**src/rtl/render_pkg.sv**
```systemverilog
// Shared state encoding, limits and width helper for the render frame scheduler.
package render_pkg;

   typedef enum logic [2:0] {
      IDLE      = 3'd0,
      LATCH     = 3'd1,
      ISSUE     = 3'd2,
      DRAIN     = 3'd3,
      WAIT_SWAP = 3'd4
   } sched_state_t;

   localparam int unsigned MISSED_MAX = 255;
   localparam int unsigned MISSED_W   = 8;

   // Column index width; never collapses to zero for a single-column screen.
   function automatic int unsigned col_width(input int unsigned num_columns);
      return (num_columns > 1) ? $clog2(num_columns) : 1;
   endfunction

endpackage

```
**src/rtl/render_frame_scheduler_if.sv**
```systemverilog
// Column request / completion channel between the frame scheduler (master) and the renderer (slave).
interface render_frame_scheduler_if #(
   parameter int unsigned NUM_COLUMNS = 320
);
   import render_pkg::*;

   localparam int unsigned COL_W = col_width(NUM_COLUMNS);

   logic             col_valid_out;
   logic [COL_W-1:0] col_out;
   logic             col_ready_in;
   logic             col_done_in;

   modport master (
      output col_valid_out,
      output col_out,
      input  col_ready_in,
      input  col_done_in
   );

   modport slave (
      input  col_valid_out,
      input  col_out,
      output col_ready_in,
      output col_done_in
   );

endinterface

```
**src/rtl/sched_outstanding_ctr.sv**
```systemverilog
// Issued-but-not-done column counter with issue-limit compare and underflow detect.
module sched_outstanding_ctr #(
   parameter  int unsigned MAX_OUTSTANDING = 4,
   localparam int unsigned CNT_W           = $clog2(MAX_OUTSTANDING + 1)
) (
   input  logic             clk,
   input  logic             rst_n,
   input  logic             inc,
   input  logic             dec,
   output logic [CNT_W-1:0] count,
   output logic             below_limit_c,
   output logic             underflow_c
);

   logic [CNT_W-1:0] count_d;

   // A completion with nothing outstanding is dropped so the count never wraps.
   always_comb begin
      count_d = count;
      if (inc && !dec) begin
         count_d = count + CNT_W'(1);
      end else if (dec && !inc && (count != '0)) begin
         count_d = count - CNT_W'(1);
      end
   end

   always_ff @(posedge clk or negedge rst_n) begin
      if (!rst_n) begin
         count <= '0;
      end else begin
         count <= count_d;
      end
   end

   assign below_limit_c = (count < CNT_W'(MAX_OUTSTANDING));
   assign underflow_c   = dec && !inc && (count == '0);

endmodule

```
**src/rtl/render_frame_scheduler.sv**
```systemverilog
// Frame-locked column issue sequencer with tear-free double-buffer swap.
// Optional RENDER_SCHED_STATS_EN adds the missed-frame counter and spurious-done error flag.
module render_frame_scheduler
   import render_pkg::*;
#(
   parameter int unsigned NUM_COLUMNS     = 320,
   parameter int unsigned MAX_OUTSTANDING = 4
) (
   input  logic                     pixel_clk_in,
   input  logic                     rst_n_in,
   input  logic                     enable_in,
   input  logic                     very_last_pixel_in,
   render_frame_scheduler_if.master col_bus,
   output logic                     latch_state_out,
   output logic                     back_buf_sel_out,
   output logic                     swap_out,
   output logic                     busy_out,
   output logic                     err_out,
   output logic [MISSED_W-1:0]      missed_frames_out
);

   localparam int unsigned      COL_W    = col_width(NUM_COLUMNS);
   localparam int unsigned      CNT_W    = $clog2(MAX_OUTSTANDING + 1);
   localparam logic [COL_W-1:0] LAST_COL = COL_W'(NUM_COLUMNS - 1);

   sched_state_t     state_q, state_d;
   logic [COL_W-1:0] col_q, col_d;
   logic             latch_d, swap_d, buf_d;
   logic [CNT_W-1:0] outstanding;
   logic             below_limit_c, underflow_c;
   logic             col_valid_c, transfer_c, final_done_c;
   logic             overrun_c, do_swap_c;

   sched_outstanding_ctr #(
      .MAX_OUTSTANDING (MAX_OUTSTANDING)
   ) u_outstanding (
      .clk           (pixel_clk_in),
      .rst_n         (rst_n_in),
      .inc           (transfer_c),
      .dec           (col_bus.col_done_in),
      .count         (outstanding),
      .below_limit_c (below_limit_c),
      .underflow_c   (underflow_c)
   );

   // Request valid depends only on registered state and count.
   assign col_valid_c  = (state_q == ISSUE) && below_limit_c;
   assign transfer_c   = col_valid_c && col_bus.col_ready_in;
   assign final_done_c = col_bus.col_done_in && (outstanding == CNT_W'(1));

   always_comb begin
      state_d   = state_q;
      col_d     = col_q;
      latch_d   = 1'b0;
      swap_d    = 1'b0;
      buf_d     = back_buf_sel_out;
      overrun_c = 1'b0;
      do_swap_c = 1'b0;

      case (state_q)
         IDLE: begin
            if (very_last_pixel_in && enable_in) begin
               state_d = LATCH;
               latch_d = 1'b1;
            end
         end
         LATCH: begin
            col_d     = '0;
            state_d   = ISSUE;
            overrun_c = very_last_pixel_in;
         end
         ISSUE: begin
            overrun_c = very_last_pixel_in;
            if (transfer_c) begin
               if (col_q == LAST_COL) begin
                  col_d   = '0;
                  state_d = DRAIN;
               end else begin
                  col_d = col_q + COL_W'(1);
               end
            end
         end
         DRAIN: begin
            // Last completion landing on the boundary still makes this frame.
            if (very_last_pixel_in && final_done_c) begin
               do_swap_c = 1'b1;
            end else begin
               overrun_c = very_last_pixel_in;
               if (outstanding == '0) begin
                  state_d = WAIT_SWAP;
               end
            end
         end
         WAIT_SWAP: begin
            do_swap_c = very_last_pixel_in;
         end
         default: begin
            state_d = IDLE;
         end
      endcase

      if (do_swap_c) begin
         swap_d  = 1'b1;
         buf_d   = ~back_buf_sel_out;
         latch_d = enable_in;
         state_d = enable_in ? LATCH : IDLE;
      end
   end

   always_ff @(posedge pixel_clk_in or negedge rst_n_in) begin
      if (!rst_n_in) begin
         state_q          <= IDLE;
         col_q            <= '0;
         latch_state_out  <= 1'b0;
         swap_out         <= 1'b0;
         back_buf_sel_out <= 1'b0;
         busy_out         <= 1'b0;
      end else begin
         state_q          <= state_d;
         col_q            <= col_d;
         latch_state_out  <= latch_d;
         swap_out         <= swap_d;
         back_buf_sel_out <= buf_d;
         busy_out         <= (state_d != IDLE);
      end
   end

   assign col_bus.col_valid_out = col_valid_c;
   assign col_bus.col_out       = col_q;

`ifdef RENDER_SCHED_STATS_EN
   logic [MISSED_W-1:0] missed_q;
   logic                err_q;

   // Saturating overrun count and sticky spurious-completion flag.
   always_ff @(posedge pixel_clk_in or negedge rst_n_in) begin
      if (!rst_n_in) begin
         missed_q <= '0;
         err_q    <= 1'b0;
      end else begin
         if (overrun_c && (missed_q != MISSED_W'(MISSED_MAX))) begin
            missed_q <= missed_q + MISSED_W'(1);
         end
         if (underflow_c) begin
            err_q <= 1'b1;
         end
      end
   end

   assign missed_frames_out = missed_q;
   assign err_out           = err_q;
`else
   logic unused_stats_c;
   assign unused_stats_c    = overrun_c ^ underflow_c;
   assign missed_frames_out = '0;
   assign err_out           = 1'b0;
`endif

endmodule

```
**src/flat_wrapper.sv**
```systemverilog
// flat-port wrapper written by rule: the top's interface ports become plain ports
module render_frame_scheduler_flat import render_pkg::*;
#(
   parameter int unsigned NUM_COLUMNS     = 320,
   parameter int unsigned MAX_OUTSTANDING = 4
)
  (pixel_clk_in, rst_n_in, enable_in, very_last_pixel_in, latch_state_out, back_buf_sel_out, swap_out, busy_out, err_out, missed_frames_out, col_bus_col_valid_out, col_bus_col_out, col_bus_col_ready_in, col_bus_col_done_in);
  render_frame_scheduler_if #(.NUM_COLUMNS(NUM_COLUMNS)) col_bus_i ();
  input  logic pixel_clk_in;
  input  logic rst_n_in;
  input  logic enable_in;
  input  logic very_last_pixel_in;
  output logic latch_state_out;
  output logic back_buf_sel_out;
  output logic swap_out;
  output logic busy_out;
  output logic err_out;
  output logic [MISSED_W-1:0] missed_frames_out;
  output wire logic [$bits(col_bus_i.col_valid_out)-1:0] col_bus_col_valid_out;
  output wire logic [$bits(col_bus_i.col_out)-1:0] col_bus_col_out;
  input wire logic [$bits(col_bus_i.col_ready_in)-1:0] col_bus_col_ready_in;
  input wire logic [$bits(col_bus_i.col_done_in)-1:0] col_bus_col_done_in;
  assign col_bus_col_valid_out = col_bus_i.col_valid_out;
  assign col_bus_col_out = col_bus_i.col_out;
  assign col_bus_i.col_ready_in = col_bus_col_ready_in;
  assign col_bus_i.col_done_in = col_bus_col_done_in;
  render_frame_scheduler #(.NUM_COLUMNS(NUM_COLUMNS), .MAX_OUTSTANDING(MAX_OUTSTANDING)) u_core (.pixel_clk_in(pixel_clk_in), .rst_n_in(rst_n_in), .enable_in(enable_in), .very_last_pixel_in(very_last_pixel_in), .col_bus(col_bus_i), .latch_state_out(latch_state_out), .back_buf_sel_out(back_buf_sel_out), .swap_out(swap_out), .busy_out(busy_out), .err_out(err_out), .missed_frames_out(missed_frames_out));
endmodule
```
**config.mk**
```make
export PLATFORM = sky130hd
export DESIGN_NAME = render_frame_scheduler_flat
export DESIGN_NICKNAME = d
export VERILOG_FILES = /design/src/rtl/render_pkg.sv /design/src/rtl/render_frame_scheduler_if.sv /design/src/rtl/sched_outstanding_ctr.sv /design/src/rtl/render_frame_scheduler.sv /design/src/flat_wrapper.sv
export SDC_FILE = /design/constraint.sdc
export NUM_CORES = 1
export LEC_CHECK = 0
export CAP_MARGIN = 40
export CORE_AREA = 5 5 54 56
export CTS_CLUSTER_DIAMETER = 30
export DETAILED_ROUTE_END_ITERATION = 8
export DIE_AREA = 0 0 59 61
export GPL_TIMING_DRIVEN = 0
export PLACE_DENSITY = 0.9
export SLEW_MARGIN = 10
export SYNTH_ARGS = -nofsm -noshare
export SYNTH_HDL_FRONTEND = slang
export SYNTH_SLANG_ARGS = --single-unit
```
**constraint.sdc**
```tcl
create_clock -name pixel_clk_in -period 3.2 [get_ports pixel_clk_in]
set_input_delay 0.64 -clock pixel_clk_in [delete_from_list [all_inputs] [get_ports pixel_clk_in]]
set_output_delay 0.64 -clock pixel_clk_in [all_outputs]
set_load 0.05 [all_outputs]
```
==> results of run 1 <==
## power by group through the flow
stage          logic, uW  registers (uW)  clock network [uW]
6_report             860             450                 125
3_5_place_dp         862             452                   0
2_1_floorplan        429             626                   0
3_3_place_gp         825             444                   0
4_1_cts              866             446                 131
5_1_grt              933             466                 136
## through the flow
stage | cells | hold slack (ps)
final | 184 | 468
after global placement | 179 | 453
after global routing | 184 | 504
after detailed placement | 179 | 456
after CTS | 183 | 476
after floorplan | 130 | 344
## cells by family after synthesis
group	after synthesis
multiplexers	4
XOR/XNOR	6
adder cells (fa/ha/maj)	5
flip-flops	19
AO/OA/AOI/OAI	25
buffers and inverters	15
other	1
AND/OR/NAND/NOR	47
## sequential cells by signal, indices dropped and copies added, names as in the netlist
name                        flops
u_core.back_buf_sel_out         1
u_core.busy_out                 1
u_core.col_bus.col_out          9
u_core.latch_state_out          1
u_core.state_q                  3
u_core.swap_out                 1
u_core.u_outstanding.count      3
## worst max-delay path, cell delays in order (launching register included)
cell and delay, ps:
dfrtp_1 460, or3b_1 460, nor2_1 120, clkdlybuf4s50_1 810
## placed cells by master, fill, tap and decap left out, types with 3 or more instances in the layout
cell,count
clkdlybuf4s50_1,19
dfrtp_1,19
nand2_1,13
nor2_1,9
buf_4,9
conb_1,9
nand3_1,5
xnor2_1,5
ha_1,5
inv_1,4
nor2b_1,4
a21oi_1,4
o21a_1,3
mux2i_1,3
o21ai_1,3
clkbuf_4,3
## metal layers
layer | vias up | track usage [%] | share of wire (%)
met5 | - | 0 | 0
met4 | 0 | 5.18 | 0.81
met3 | 4 | 3.62 | 4.3
met2 | 23 | 28.1 | 52
met1 | 472 | 18.1 | 43
li1 | 486 | - | -
## area by class of cell
type | instances | area [sq um] | area share, %
Clock buffer | 4 | 26.3 | 1.79
Timing Repair Buffer | 20 | 201 | 13.7
Tap cell | 30 | 37.5 | 2.55
Buffer | 11 | 76.3 | 5.19
Inverter | 4 | 15.0 | 1.02
Sequential cell | 19 | 475 | 32.3
Multi-Input combinational cell | 96 | 639 | 43.5
## path summary, 6_finish.rpt
path	end	slack [ps]	cells past startpoint
setup / recovery	col_bus_col_valid_out	410	3
max in group asynchronous	u_core.latch_state_out$_DFF_PN0_	2100	2
hold reg to reg	u_core.back_buf_sel_out$_DFFE_PN0P_	470	1
setup reg to reg	u_core.col_bus.col_out[6]$_DFFE_PN0P_	1290	5
hold / removal	u_core.back_buf_sel_out$_DFFE_PN0P_	470	1
min in group asynchronous	u_core.u_outstanding.count[2]$_DFFE_PN0P_	650	1
==> flow_summary.yaml, run 1 <==
run_status:
  status: "finished, final reports clean"
clocking:
  clockBufferDepth: 2
  clk_latency_ps: 300
  cts.sinks: 19
  clock-root-buffer: "clkbuf_4"
  cts_post_setup_buffers_inserted: 0
  htreeDepth: 1
  cts_buffers: 3
  cts-resized-gates: 0
  cts-hold-fix-buffers: 0
  path_clk_slew_ps: 110
  cts_tree: "yes"
worst_setup_path:
  cp.arrival_ps: 2150
  crit_type: "reg2out"
  end_kind: "output port"
  reg2reg_from: "u_core.col_bus.col_out[0]$_DFFE_PN0P_"
  cp-start-kind: "flip-flop"
  startpoint: "u_core.state_q[0]$_DFF_PN0_"
  crit_required_ps: 2560
  path_max_fanout: 7
pwr:
  internal_power_uw: 701
  power.switching_uw: 734
  vdd_drop_max_uv: 524
  clkPwrFrac_pct: 8.7
  p_sw_share_pct: 51.1
  total_power_uw: 1430
  p_leak_uw: 0.000661
  comb_power_share_pct: 59.9
  seqPwrFrac_pct: 31.3
  power_density_nw_per_um2: 975
die:
  die-height_um: 61
  coreArea_sq_um: 2390
  initial_core_util_pct: 49.3
  die_w_um: 59
  num_rows: 18
  dieArea_sq_um: 3600
  num_io_pins: 29
timing:
  max_slew_margin_pct: 58.9
  period_share_pct: 87.3
  fmax_mhz: 358
  setup-violations-final: 0
  fin_ws_ps: 407
  finalClockSkew_ps: 1.33
  drv_slew: 0
  fin_setup_tns_ps: 0
  rsz0062_at_grt: "false"
  tightest_slew_ps: 611
  hold_violations: 0
  period_needed_ps: 2790
logic_synthesis:
  synth_compound_gate_area_share_pct: 16.3
  synth.distinct_cells: 39
  synthAdderAreaFrac_pct: 5.32
  ys_warn_count: 0
  synth_edf_count: 0
  yosysSeqAreaShare_pct: 40.4
  synth_common_cells: "dfrtp_1, nand2_1, buf_4, nor2_1"
  synth_top_area_share_pct: 40.4
  synthXorXnorAreaFrac_pct: 4.47
  synth_area_sq_um: 1180
  avgSynthCellArea_sq_um: 9.64
  synth.most_common_cell: "dfrtp_1"
  ys_seq_elements: 19
  syn_inst: 122
  yosysTopAreaCell: "dfrtp_1"
  ys_top_cells_by_area: "dfrtp_1, buf_4, ha_1, nand2_1, xnor2_1"
  synthArstFlopShare_pct: 100
  synth.area.mux_share_pct: 3.51
  synth_simple_gate_area_share_pct: 21.9
  synth_ff_type: "dfrtp_1"
  synth_top_family_by_area: "simple AND/OR/NAND/NOR gates"
placement:
  placed_cell_area_sq_um: 1430
  place_hpwl_um: 1980
  post-place-ws_ps: 726
  gp_congestion: 0.823
  numPortBuffers: 19
final_layout:
  design_area_sq_um: 1470
  drive_gt1_share_pct: 11.7
  utilization_pct: 61.6
  num-nets-final: 166
  area_growth_pct: 25.1
  antenna_cells: 0
  fillers: 219
global_routing:
  grtUsageTotal_pct: 15.5
  antenna_found_initial: 0
  grt_pass1_wl_um: 4300
  grt-ovfl-total: 0
  grt_start_max_net_pins: 20
  grt_pass1_vias: 1001
routing:
  drc: 0
  viasPerCell: 5.35
  drt_iter0_drc: 24
  wl_um: 2580
  dr_total_vias: 985
  drt_first_pass_iters: 4
  wl_per_cell_um: 14.0
  antenna_left: 0
flow_run:
  max_cap_violations: 0
worst_hold_path:
  hp-start: "u_core.back_buf_sel_out$_DFFE_PN0P_"
  hold_class: "reg2reg"
(Power assumes the default switching activity.)
==> run 2: changes to the inputs <==
Settings changed: CORE_AREA 5 5 54 56 to 2 2 51 53, DIE_AREA 0 0 59 61 to 0 0 53 55.
==> flow_summary.yaml, run 2 (synthesis gave the netlist of run 1 again) <==
placement:
  numPortBuffers: 19
  place_hpwl_um: 1910
  gp_congestion: 0.872
clocking:
  htreeDepth: 1
  cts_buffers: 3
  cts_post_setup_buffers_inserted: 0
  cts-resized-gates: 0
  path_clk_slew_ps: 110
  cts-hold-fix-buffers: 0
  clock-root-buffer: "clkbuf_4"
  cts_tree: "yes"
  clk_latency_ps: 300
  cts.sinks: 19
  clockBufferDepth: 2
worst_setup_path:
  path_max_fanout: 7
  cp-start-kind: "flip-flop"
  crit_type: "reg2out"
  end_kind: "output port"
  cp.arrival_ps: 2160
  r2r_slack_ps: 1300
  crit_required_ps: 2560
timing:
  drv_slew: 0
  hold_violations: 0
  whs_ps: 489
  tightest_slew_ps: 625
  max_slew_margin_pct: 58.0
  rsz0062_at_grt: "false"
  period_share_pct: 87.3
  fmax_mhz: 358
  finalClockSkew_ps: 9.50
  setup-violations-final: 0
  fin_setup_tns_ps: 0
  period_needed_ps: 2800
die:
  die-height_um: 55
  num_rows: 18
  initial_core_util_pct: 49.7
  die_w_um: 53
  dieArea_sq_um: 2920
  coreArea_sq_um: 2360
  num_io_pins: 29
final_layout:
  final_cell_mix: "clkdlybuf4s50_1, dfrtp_1, nand2_1"
  multi_input_area_sq_um: 639
  num-nets-final: 166
  fillers: 216
  antenna_cells: 0
  ff_latch_area_sq_um: 475
  area_growth_pct: 25.5
  largest_register_ffs: 9
  drive_gt1_share_pct: 12.3
routing:
  wl_um: 2440
  dr_total_vias: 993
  drc: 0
  viasPerCell: 5.40
  antenna_left: 0
  wl_met2_um: 1210
  drt_iter0_drc: 17
  drt_first_pass_iters: 4
  wl_met1_um: 1060
  highest-signal-layer: "met4"
  wl_per_cell_um: 13.3
  wl_met3_um: 94
global_routing:
  grt_pass1_wl_um: 3880
  grt_pass1_vias: 904
  grt-ovfl-total: 0
  grt_start_max_net_pins: 13
  grtUsageTotal_pct: 18.4
  antenna_found_initial: 0
flow_run:
  max_cap_violations: 0
worst_hold_path:
  hold_class: "reg2reg"
pwr:
  total_power_uw: 1420
  vdd_drop_max_uv: 545
  p_leak_uw: 0.000665
  power_density_nw_per_um2: 964
run_status:
  status: "finished, final reports clean"
run 2: cell count changes in the layout (fill, tap and decap cells not counted):
cell      delta
buf_6        -1
clkbuf_1     -1
clkinv_2     +1
buf_8        +1
run 2: routing by layer:
metal | vias up | track usage (%)
met2 | 31 | 32.7
met4 | 0 | 8.97
met5 | - | 0
met1 | 468 | 21.6
met3 | 8 | 3.23
li1 | 486 | -
run 2: area by class of cell:
class	instances	share of cell area, %
Clock buffer	3	1.53
Inverter	4	1.02
Timing Repair Buffer	20	13.9
Multi-Input combinational cell	96	43.3
Sequential cell	19	32.2
Buffer	11	5.17
Tap cell	30	2.54
Clock inverter	1	0.339
run 2: report_power, final:
| part | internal, uW | switching [uW] | total (uW) |
|---|---|---|---|
| clock | 46.6 | 74.1 | 121 |
| sequential | 331 | 116 | 447 |
| combinational | 321 | 534 | 856 |
| total | 699 | 724 | 1420 |
run 2: worst paths after layout:
| kind | start | endpoint | depth (start not counted) |
|---|---|---|---|
| max in group asynchronous | rst_n_in | u_core.u_outstanding.count[0]$_DFFE_PN0P_ | 2 |
| hold / removal | u_core.back_buf_sel_out$_DFFE_PN0P_ | u_core.back_buf_sel_out$_DFFE_PN0P_ | 1 |
| setup / recovery | u_core.state_q[0]$_DFF_PN0_ | col_bus_col_valid_out | 3 |
| min in group asynchronous | rst_n_in | u_core.latch_state_out$_DFF_PN0_ | 1 |
| setup reg to reg | u_core.col_bus.col_out[1]$_DFFE_PN0P_ | u_core.col_bus.col_out[6]$_DFFE_PN0P_ | 5 |
| hold reg to reg | u_core.back_buf_sel_out$_DFFE_PN0P_ | u_core.back_buf_sel_out$_DFFE_PN0P_ | 1 |
run 2: critical path, stage by stage, from the launching register on:
cell and delay (ps):
dfrtp_1 450, or3b_1 460, nor2_1 130, clkdlybuf4s50_1 810
run 2: through the flow:
step	instance area, sq um	utilization (%)	setup WS (ps)	instances
finish	1480	62.4	405	184
global route	1480	62.4	316	184
global placement	1430	60.6	743	179
CTS	1480	62.4	386	184
detailed placement	1450	61.3	739	180
floorplan	1210	-	1050	130
==> run 3: changes to the inputs <==
Settings changed: CORE_AREA 2 2 51 53 to 2 2 66 68, DIE_AREA 0 0 53 55 to 0 0 68 70, PLACE_DENSITY 0.9 to 0.61, SLEW_MARGIN 10 to 40.
==> flow_summary.yaml, run 3 (synthesis gave the netlist of run 1 again) <==
run_status:
  status: "finished, final reports clean"
timing:
  fin_setup_tns_ps: 0
  tightest_slew_ps: 610
  setup-violations-final: 0
  hold_violations: 0
  drv_slew: 0
  finalClockSkew_ps: 1.43
  max_slew_margin_pct: 59.0
  fin_ws_ps: 422
  period_needed_ps: 2780
  fmax_mhz: 360
  rsz0062_at_grt: "false"
  period_share_pct: 86.8
final_layout:
  num-nets-final: 165
  drive_gt1_share_pct: 11.8
  antenna_cells: 0
  largest_register_ffs: 9
  final_cell_mix: "dfrtp_1, clkdlybuf4s50_1, nand2_1"
  utilization_pct: 36.2
  fillers: 437
  stdcell_count: 205
  area_growth_pct: 27.7
  design_area_sq_um: 1500
  final_common_cell: "dfrtp_1"
clocking:
  htreeDepth: 1
  path_clk_slew_ps: 70
  clk_latency_ps: 260
  cts.sinks: 19
  cts-resized-gates: 0
  cts-hold-fix-buffers: 0
  cts_buffers: 3
  cts_tree: "yes"
  clockBufferDepth: 2
  cts_post_setup_buffers_inserted: 0
  clock-root-buffer: "clkbuf_8"
worst_setup_path:
  crit_path_max_incr_delay_ps: 810
  end_kind: "output port"
  reg2reg_from: "u_core.col_bus.col_out[0]$_DFFE_PN0P_"
  r2r-end: "u_core.col_bus.col_out[5]$_DFFE_PN0P_"
  r2r_cells: 5
  crit_chain: "or3b_1 -> nor2_1 -> clkdlybuf4s50_1"
  crit_type: "reg2out"
  crit_path_top_delay_cell: "clkdlybuf4s50_1"
  r2r_slack_ps: 1320
  crit_required_ps: 2560
  path_max_fanout: 7
  cp.arrival_ps: 2140
  crit_family: "buffers and inverters"
  cp.depth: 3
  cp-start-kind: "flip-flop"
  path_buf_inv: 1
routing:
  viasPerCell: 4.74
  dr_total_vias: 972
  drc: 0
  drt_first_pass_iters: 4
  antenna_left: 0
  wl_per_cell_um: 12.1
  drt_iter0_drc: 40
  wl_um: 2480
global_routing:
  grt-ovfl-total: 0
  antenna_found_initial: 0
  grt_pass1_wl_um: 4210
  grt_start_max_net_pins: 20
  grt_pass1_vias: 917
  grtUsageTotal_pct: 11.3
die:
  die-height_um: 70
  initial_core_util_pct: 28.4
  num_rows: 24
  coreArea_sq_um: 4140
  num_io_pins: 29
  die_w_um: 68
  dieArea_sq_um: 4760
placement:
  dp_cells: 201
  numPortBuffers: 19
  place_hpwl_um: 1910
  post-place-ws_ps: 715
  gp_congestion: 0.837
  placed_cell_area_sq_um: 1460
flow_run:
  max_cap_violations: 0
pwr:
  vdd_drop_max_uv: 535
  p_leak_uw: 0.000662
  power_density_nw_per_um2: 977
worst_hold_path:
  hold_class: "in2async"
[run 3: changes by cell type in the layout (fill, tap and decap cells not counted), sizes merged]
| cell | change |
|---|---|
| clkdlybuf4s50 | -1 |
| clkinv | -1 |
| clkbuf | +1 |
[run 3: worst max path at each step]
stage	start	slack, ps	end
after floorplan	u_core.state_q[0]$_DFF_PN0_	1050	col_bus_col_valid_out
after global placement	u_core.state_q[0]$_DFF_PN0_	700	col_bus_col_valid_out
after detailed placement	u_core.state_q[0]$_DFF_PN0_	720	col_bus_col_valid_out
after CTS	u_core.state_q[0]$_DFF_PN0_	410	col_bus_col_valid_out
after global routing	u_core.state_q[1]$_DFF_PN0_	330	col_bus_col_valid_out
final	u_core.state_q[0]$_DFF_PN0_	420	col_bus_col_valid_out
[run 3: routing by layer]
layer	wire length, um	GRT usage, %	vias to the layer above
met5	0	0	-
met4	7	2.44	0
met3	136	3.22	2
met2	1240	17.9	22
met1	1100	15.1	467
li1	-	-	481
[run 3: cell type report]
| type | instances | area, sq um | share of cell area [%] |
|---|---|---|---|
| flip-flops and latches | 19 | 475 | 31.7 |
| multi-input cells | 96 | 639 | 42.6 |
| inverters | 4 | 15.0 | 1.00 |
| clock buffers | 4 | 45.0 | 3.00 |
| well taps | 52 | 65.1 | 4.33 |
| repair buffers | 19 | 185 | 12.3 |
| plain buffers | 11 | 76.3 | 5.08 |
[run 3: per-stage QoR]
stage,power [uW],hold WS (ps)
detailed placement,1300,456
finish,1470,315
CTS,1480,333
global placement,1280,458
global route,1570,343
floorplan,1050,344
[run 3: power by group]
part           leakage [uW]  internal, uW  switching (uW)
registers          0.000240           332             114
logic              0.000399           319             531
clock network     0.0000228          88.6            82.6
total              0.000662           739             727
